`config.mk`:
```
export PLATFORM = sky130hd
export DESIGN_NAME = bcd_7seg_scan_driver
export DESIGN_NICKNAME = d
export VERILOG_FILES = /design/src/rtl/bcd_7seg_pkg.sv /design/src/rtl/bcd_lzb_mask.sv /design/src/rtl/bcd_7seg_scan_driver.sv
export SDC_FILE = /design/constraint.sdc
export NUM_CORES = 1
export LEC_CHECK = 0
export BUFFER_PORTS_ARGS = -buffer_cell sky130_fd_sc_hd__buf_2
export CORE_UTILIZATION = 55
export DETAILED_ROUTE_END_ITERATION = 10
export PLACE_DENSITY = 0.83
export SLEW_MARGIN = 15
export SYNTH_ARGS = -nofsm -noshare
export SYNTH_HDL_FRONTEND = slang
export SYNTH_SLANG_ARGS = --single-unit
export TNS_END_PERCENT = 30
```
`constraint.sdc`:
```
create_clock -name clk -period 3.15 [get_ports clk]
set_clock_uncertainty 0.05 [all_clocks]
set_input_delay 0 -clock clk [delete_from_list [all_inputs] [get_ports clk]]
set_output_delay 0 -clock clk [all_outputs]
set_load 0.01 [all_outputs]
```
`src/rtl/bcd_7seg_pkg.sv`:
```
// rtl/bcd_7seg_pkg.sv - 7448-style segment codes and decode helper for the scan driver
package bcd_7seg_pkg;

    localparam logic [6:0] SEG_BLANK = 7'h00;
    localparam logic [6:0] SEG_ALL   = 7'h7F;

    // {a,b,c,d,e,f,g}; codes 10..14 are the 7448 glyphs, 15 is dark
    localparam logic [6:0] SEG_LUT [16] = '{
        7'h7E, 7'h30, 7'h6D, 7'h79, 7'h33, 7'h5B, 7'h1F, 7'h70,
        7'h7F, 7'h73, 7'h0D, 7'h19, 7'h23, 7'h4B, 7'h0F, 7'h00
    };

    function automatic logic [6:0] seg_decode(input logic [3:0] nibble);
        return SEG_LUT[nibble];
    endfunction

endpackage

```
`src/rtl/bcd_lzb_mask.sv`:
```
// rtl/bcd_lzb_mask.sv - multi-digit leading-zero blanking mask and ripple-blank output
module bcd_lzb_mask #(
    parameter int NUM_DIGITS = 4
) (
    input  logic [4*NUM_DIGITS-1:0] i_digits,
    input  logic                    i_rbi_n,
    output logic [NUM_DIGITS-1:0]   o_blank,
    output logic                    o_rbo_n
);

    logic w_upper_zero;

    // Walk from the most significant digit down; digit 0 always stays visible.
    always_comb begin
        o_blank      = '0;
        w_upper_zero = 1'b1;
        for (int k = NUM_DIGITS - 1; k >= 1; k--) begin
            w_upper_zero = w_upper_zero & (i_digits[4*k +: 4] == 4'd0);
            o_blank[k]   = ~i_rbi_n & w_upper_zero;
        end
    end

    assign o_rbo_n = i_rbi_n | (|i_digits);

endmodule

```
`src/rtl/bcd_7seg_scan_driver.sv`:
```
// rtl/bcd_7seg_scan_driver.sv - multiplexed BCD 7-segment scan driver; BCD_SCAN_DIM_EN adds PWM dimming
module bcd_7seg_scan_driver
    import bcd_7seg_pkg::*;
#(
    parameter int NUM_DIGITS = 4,
    parameter int SCAN_DIV   = 1000
) (
    input  logic                    clk,
    input  logic                    rst,
    input  logic                    load,
    input  logic [4*NUM_DIGITS-1:0] bcd_in,
    input  logic                    lt_n,
    input  logic                    bi_n,
    input  logic                    rbi_n,
`ifdef BCD_SCAN_DIM_EN
    input  logic [3:0]              dim_level,
`endif
    output logic [6:0]              seg,
    output logic [NUM_DIGITS-1:0]   an,
    output logic                    rbo_n
);

    localparam int CNT_W = $clog2(SCAN_DIV);
    localparam int IDX_W = $clog2(NUM_DIGITS);
    localparam logic [CNT_W-1:0]      CNT_LAST = CNT_W'(SCAN_DIV - 1);
    localparam logic [IDX_W-1:0]      IDX_LAST = IDX_W'(NUM_DIGITS - 1);
    localparam logic [NUM_DIGITS-1:0] AN_FIRST = {{(NUM_DIGITS-1){1'b0}}, 1'b1};

    logic [CNT_W-1:0]      r_cnt;
    logic [IDX_W-1:0]      r_idx;
    logic [4*NUM_DIGITS-1:0] r_bank;
    logic [6:0]            r_seg;
    logic [NUM_DIGITS-1:0] r_an;

    logic [NUM_DIGITS-1:0] w_blank;
    logic                  w_rbo_n;
    logic [3:0]            w_digit;
    logic [6:0]            w_seg_next;

    bcd_lzb_mask #(
        .NUM_DIGITS (NUM_DIGITS)
    ) u_lzb (
        .i_digits (r_bank),
        .i_rbi_n  (rbi_n),
        .o_blank  (w_blank),
        .o_rbo_n  (w_rbo_n)
    );

    assign w_digit = r_bank[4*r_idx +: 4];

`ifdef BCD_SCAN_DIM_EN
    logic [3:0] r_pwm;

    always_ff @(posedge clk or posedge rst) begin
        if (rst) r_pwm <= 4'd0;
        else     r_pwm <= r_pwm + 4'd1;
    end
`endif

    // BI beats LT beats the ripple-blank mask; dimming gates whatever survives.
    always_comb begin
        w_seg_next = seg_decode(w_digit);
        if (!bi_n)               w_seg_next = SEG_BLANK;
        else if (!lt_n)          w_seg_next = SEG_ALL;
        else if (w_blank[r_idx]) w_seg_next = SEG_BLANK;
`ifdef BCD_SCAN_DIM_EN
        if (r_pwm >= dim_level)  w_seg_next = SEG_BLANK;
`endif
    end

    always_ff @(posedge clk or posedge rst) begin
        if (rst) begin
            r_cnt  <= '0;
            r_idx  <= '0;
            r_bank <= '0;
            r_seg  <= SEG_BLANK;
            r_an   <= '0;
        end else begin
            if (r_cnt == CNT_LAST) begin
                r_cnt <= '0;
                r_idx <= (r_idx == IDX_LAST) ? '0 : r_idx + 1'b1;
            end else begin
                r_cnt <= r_cnt + 1'b1;
            end
            if (load) r_bank <= bcd_in;
            r_seg <= w_seg_next;
            r_an  <= AN_FIRST << r_idx;
        end
    end

    assign seg   = r_seg;
    assign an    = r_an;
    assign rbo_n = w_rbo_n | rst;

endmodule
```
# Yosys cells after proc, flatten, opt, wreduce, memory -nomap -nowiden
# Memories as Yosys holds them, arrays and structs flattened.
# Cells that the tools add are included.
[classes] add_sub_neg=2 order_cmp=2 n_eq_ne=2 shift=2 muxes=9 bitwise=9 reduce_logical=4
[ops] cell="2-to-1 mux 7 bit" count=5
[ops] cell="OR reduction 16 bit" count=1
[ops] cell="variable part select 16 x 5 -> 4 bit" count=1
[ops] cell="logical NOT 4 bit" count=3
[ops] cell="adder 10 x 1 -> 10 bit (second input constant)" count=1
[ops] cell="== test 10 bit (second input constant)" count=1
[ops] cell="2-to-1 mux 10 bit" count=1
[ops] cell="AND 1 bit" count=5
[ops] cell=">= comparator 5 bit (second input constant)" count=1
[ops] cell="inverter 4 -> 5 bit" count=1
[ops] cell="left shift 1 x 2 -> 4 bit (first input constant)" count=1
[ops] cell="< comparator 2 x 3 -> 1 bit (second input constant)" count=1
[ops] cell="adder 2 x 1 -> 2 bit (second input constant)" count=1
[ops] cell="binary-select mux 1 bit (select 2 bit)" count=1
[ops] cell="== test 2 bit (second input constant)" count=1
[ops] cell="2-to-1 mux 2 bit" count=1
[ops] cell="OR 1 bit" count=2
[ops] cell="2-to-1 mux 1 bit" count=1
[ops] cell="inverter 1 bit" count=1
[word_totals] register_bits=39 romBits=112 inputBits=22 out_inout_bits=12 word_cells=36 n_memories=1
[mem_list] name="(name not given)" depth=16 word_bits=7 read_ports=1 rd_clocked_by_memory_dff=0 write_ports=0 line_no="bcd_7seg_pkg.sv:14" text="return SEG_LUT[nibble];"

# Depth between registers and ports, before layout
[depth] word_depth=9 depth_mapped=8 ltp_nobuf=7

# Cells and area by module
# A second synthesis with hierarchy kept.
[unflattened] hier_cells=161 hier_area_um2=1975.6
[modules_own_cells] mod="bcd_7seg_scan_driver" n_inst=1 cells_per_inst=151 area_per_inst_um2=1895.6 seq_area_each_um2=975.9
[modules_own_cells] mod="bcd_lzb_mask" n_inst=1 cells_per_inst=10 area_per_inst_um2=80.1 seq_area_each_um2=0.0

# Worst setup path before layout
# No wires, ideal clock.
[synth_path] path_kind="reg2reg" start="reg r_idx[0]" end="reg r_seg[6], in the netlist seg[6]" arrival_ps=2085 required_ps=2980 setup_slack_ps=895 path_stages_with_launch=8 synth_period_minus_slack_ps=2255 cell_sequence="dfrtp_1 > buf_6 > mux4_1 > inv_1 > ha_1 > inv_1 > mux4_2 > a31o_1"
[synth_via] elab_chain_cells=8 elab_cells_between_ends=10 cone_classes="shift (1); mux (7); bitwise (1); memory (1)"
[synth_lines] item="start: declaration" line_no="bcd_7seg_scan_driver.sv:30" text="logic [IDX_W-1:0] r_idx;"
[synth_lines] item="start signal: assignment" line_no="bcd_7seg_scan_driver.sv:81" text="r_idx <= (r_idx == IDX_LAST) ? '0 : r_idx + 1'b1;"
[synth_lines] item="variable part select 16 x 5 -> 4 bit" line_no="bcd_7seg_scan_driver.sv:49" text="assign w_digit = r_bank[4*r_idx +: 4];"
[synth_lines] item="inverter 4 -> 5 bit (not written as such)" line_no="bcd_7seg_pkg.sv:14"
[synth_lines] item="memory (16 x 7 bit)"
[synth_lines] item="2-to-1 mux 7 bit (not written as such) (2 in series)" line_no="bcd_7seg_pkg.sv:14"
[synth_lines] item="2-to-1 mux 7 bit *" line_no="bcd_7seg_scan_driver.sv:65" text="else if (w_blank[r_idx]) w_seg_next = SEG_BLANK;"
[synth_lines] item="2-to-1 mux 7 bit *" line_no="bcd_7seg_scan_driver.sv:64" text="else if (!lt_n) w_seg_next = SEG_ALL;"
[synth_lines] item="2-to-1 mux 7 bit *" line_no="bcd_7seg_scan_driver.sv:63" text="if (!bi_n) w_seg_next = SEG_BLANK;"
[synth_lines] item="net w_seg_next[6]" line_no="bcd_7seg_scan_driver.sv:38" text="logic [6:0] w_seg_next;"
[synth_lines] item="end signal: assignment" line_no="bcd_7seg_scan_driver.sv:86" text="r_seg <= w_seg_next;"
[synth_lines] item="end: declaration" line_no="bcd_7seg_scan_driver.sv:32" text="logic [6:0] r_seg;"
# Mark *: on every way through the listed nets, which the timed path passes. The rest lies on a longest branch. The select of a mux whose other input is x is not followed.
# A chain may end at the register's enable or synchronous reset.

# Worst setup path in the final report
[layout_path] start="reg r_idx[0]" end="reg r_seg[4], in the netlist seg[4]"
# Same word-level chain as after synthesis.

==> run summary <==
status: completed
number of buffers created by CTS: 5
IO buf count: 33
final WL: 3.458 mm
vias post-DR: 1361
DR pass1 iterations: 4
top sig layer: met4
clk_lat worst skew: 0.34 ns
1st-iter DRT viols: 39
Die Ht: 60.55 µm
DP Area: 2090 µm²
multiplexer share of the synthesized area: 16.99%
# setup viols final: 0
sequential element share of the synthesized area: 51.76%
Synth Area in Compound Gates: 7.498%
cell row count: 20
Post-DP HPWL: 2.421 mm
Leak Pwr: 1.069 nW
final setup margin: 0.4698 ns
CTS max path bufs: 2
Layout area overhead: 24.29%
post-route clock period utilization: 85.09%
I/O pin cnt: 34
Worst-path clk slew: 0.11 ns
Slew @ Worst Pin: 0.5829 ns
first-pass GRT wire length: 5.664 mm
Hold Path Depth: 2
register bit total from synthesis: 39
fin area: 2344 µm²
Synth cell types: 32
Final Max Tran Viols: 0
FF-to-FF Start: r_idx[0]
largest net degree at the start of global routing: 40
Syn Nets: 186
Post-Synthesis Cells: 153
Max-Cap Viols: 0
Layout Nets: 242
H-tree depth: 2
Setup Fix Bufs, Post-CTS: 0
maximum vdd drop: 0.3820 mV
xor and xnor fraction of the mapped netlist area: 3.251%
WS Path Type: flip-flop to flip-flop
Cell Pwr Density: 401.9 nW/µm²
CP startpoint: r_idx[0]
largest family of logic cells by synthesized area: multiplexers
layout cell share with drive strength beyond 1: 30.00%
Final Hold Vio Count: 0
# DRC: 0
DR WL met2: 1.718 mm
Syn. warnings: 0
Post-Synth Adder-Cell Area: 7.299%
clock period minus worst slack: 2.680 ns
Die W: 60.55 µm
Final Hold Slack: 0.1104 ns
required time worst endpoint: 3.39 ns
most common cell after layout, fill and taps aside: dfrtp_1
CTS-repair resized insts: 0
Core ar.: 3153 µm²
critical path peak fanout: 8
Clock Sinks: 39
Finished Layout Cells: 254
unrepaired setup endpoints after global routing: false
routability cong.: 0.8395
simple-gate share of the synthesized area: 10.15%
pre-CTS setup slack: 0.7043 ns
ANT cells: 0
drt wl/cell: 13.61 µm
most frequent cells in the layout: dfrtp_1 (39), buf_2 (33), dlygate4sd3_1 (20)
Mapped Area: 1886 µm²
Routed Antenna Nets: 0
R2R depth: 6
Initial Utilization: 59.80%
TNS Setup: 0 ns
FMAX: 373.1 MHz
drt via density: 5.358
Rel. slew slack: 60.78%
WL met3: 193 µm
placed cells: 226
HP Start: load
vias in the first global route: 1341
total gr overflow: 0
clk root buf: clkbuf_4
CTS tree: built
antenna violations before repair: 0
Layout fillers: 226
Critical Path AT: 2.92 ns
Startpoint Class: flip-flop
Die ar.: 3666 µm²
WL met1: 1.492 mm
Setup crit end kind: flip-flop
Hold Path Class: primary input to flip-flop
Mean Syn Cell Area: 12.32 µm²
gr usage total: 22.00%
layout make-up:
| cell class | count | area, µm² | area share, % |
|---|---|---|---|
| Clock inverter | 2 | 12.51 | 0.5339 |
| Tap cell | 44 | 55.05 | 2.349 |
| Inverter | 7 | 26.28 | 1.121 |
| Clock buffer | 6 | 41.29 | 1.762 |
| Multi-Input combinational cell | 101 | 852.1 | 36.36 |
| Timing Repair Buffer | 55 | 380.4 | 16.23 |
| Sequential cell | 39 | 975.9 | 41.64 |
cells by family (layout without fill, tap and decap cells):
kind of cell / after synthesis / in the layout
muxes: 23 / 23
and+or+nand+nor: 40 / 40
AOI/OAI and AO/OA: 20 / 20
buffers and inverters: 13 / 70
adders and majority gates: 11 / 11
xor gates and xnor gates: 7 / 7
DFF: 39 / 39
metrics by stage:
stage,util [%],power (mW)
3_3_place_gp,66.27,0.6836
6_report,74.33,0.9419
5_1_grt,74.33,0.9947
3_5_place_dp,66.27,0.6901
4_1_cts,74.33,0.9510
2_1_floorplan,-,0.6467
path summary, 6_finish.rpt:
check | endpoint | slack, ns
min | r_bank[7] | 0.11
min reg2reg | r_cnt[0] | 0.43
max reg2reg | seg[4] | 0.47
max in group asynchronous | r_bank[9] | 2.45
max | seg[4] | 0.47
min in group asynchronous | r_bank[7] | 0.28
cells in the mapped netlist:
library cell	n	area, µm²
o21ai_0	4	20.02
inv_1	7	26.28
mux4_2	3	67.56
nand4_1	2	12.51
nand3_1	6	30.03
nor4_1	3	18.77
xnor2_1	3	26.28
ha_1	11	137.6
nor3_1	1	5.000
nor2_1	14	52.55
o31ai_1	3	22.52
mux2i_1	2	20.02
a21oi_1	3	15.01
nand2b_1	1	6.260
buf_1	1	3.750
buf_6	1	11.26
xor2_1	4	35.03
a221o_1	2	20.02
and2_1	1	6.260
a21boi_0	2	15.01
a21boi_1	2	15.01
a21o_1	1	7.510
a31o_2	2	17.52
or4_1	2	15.01
nand2_1	7	26.28
nor2b_1	3	18.77
clkbuf_1	3	11.26
buf_2	1	5.000
dfrtp_1	39	975.9
mux4_1	2	52.55
mux2_2	16	180.2
a31o_1	1	8.760
worst max-delay path, stage by stage (launching register included):
cell           delay [ns]
dfrtp_1              0.58
mux4_1               0.71
ha_1                 0.22
nor2b_1              0.12
a221o_1              0.26
a21boi_1             0.13
dlygate4sd3_1        0.55
state kept, by name (all words and copies together), names as in the netlist:
register,flops
r_bank,16
r_cnt,10
an,4
r_idx,2
seg,7
what timing repair did:
| item | 4_1_cts | 5_1_grt |
|---|---|---|
| setup endpoints to repair | 0 | 0 |
| endpoints found under the hold margin | 62 | 0 |
| hold buffers | 20 | 0 |
power by group:
part	internal, mW	total [mW]	leakage [nW]	switching [mW]
Combinational	0.0848	0.151	0.565	0.0657
Sequential	0.530	0.550	0.475	0.0199
Clock	0.0861	0.241	0.0282	0.155
Total	0.701	0.942	1.07	0.241
layer usage:
metal | GRT usage [%] | vias to the layer above
li1 | - | 655
met3 | 7.249 | 7
met1 | 25.36 | 649
met5 | 0 | -
met4 | 8.766 | 0
met2 | 37.99 | 50
(Power assumes the default switching activity.)
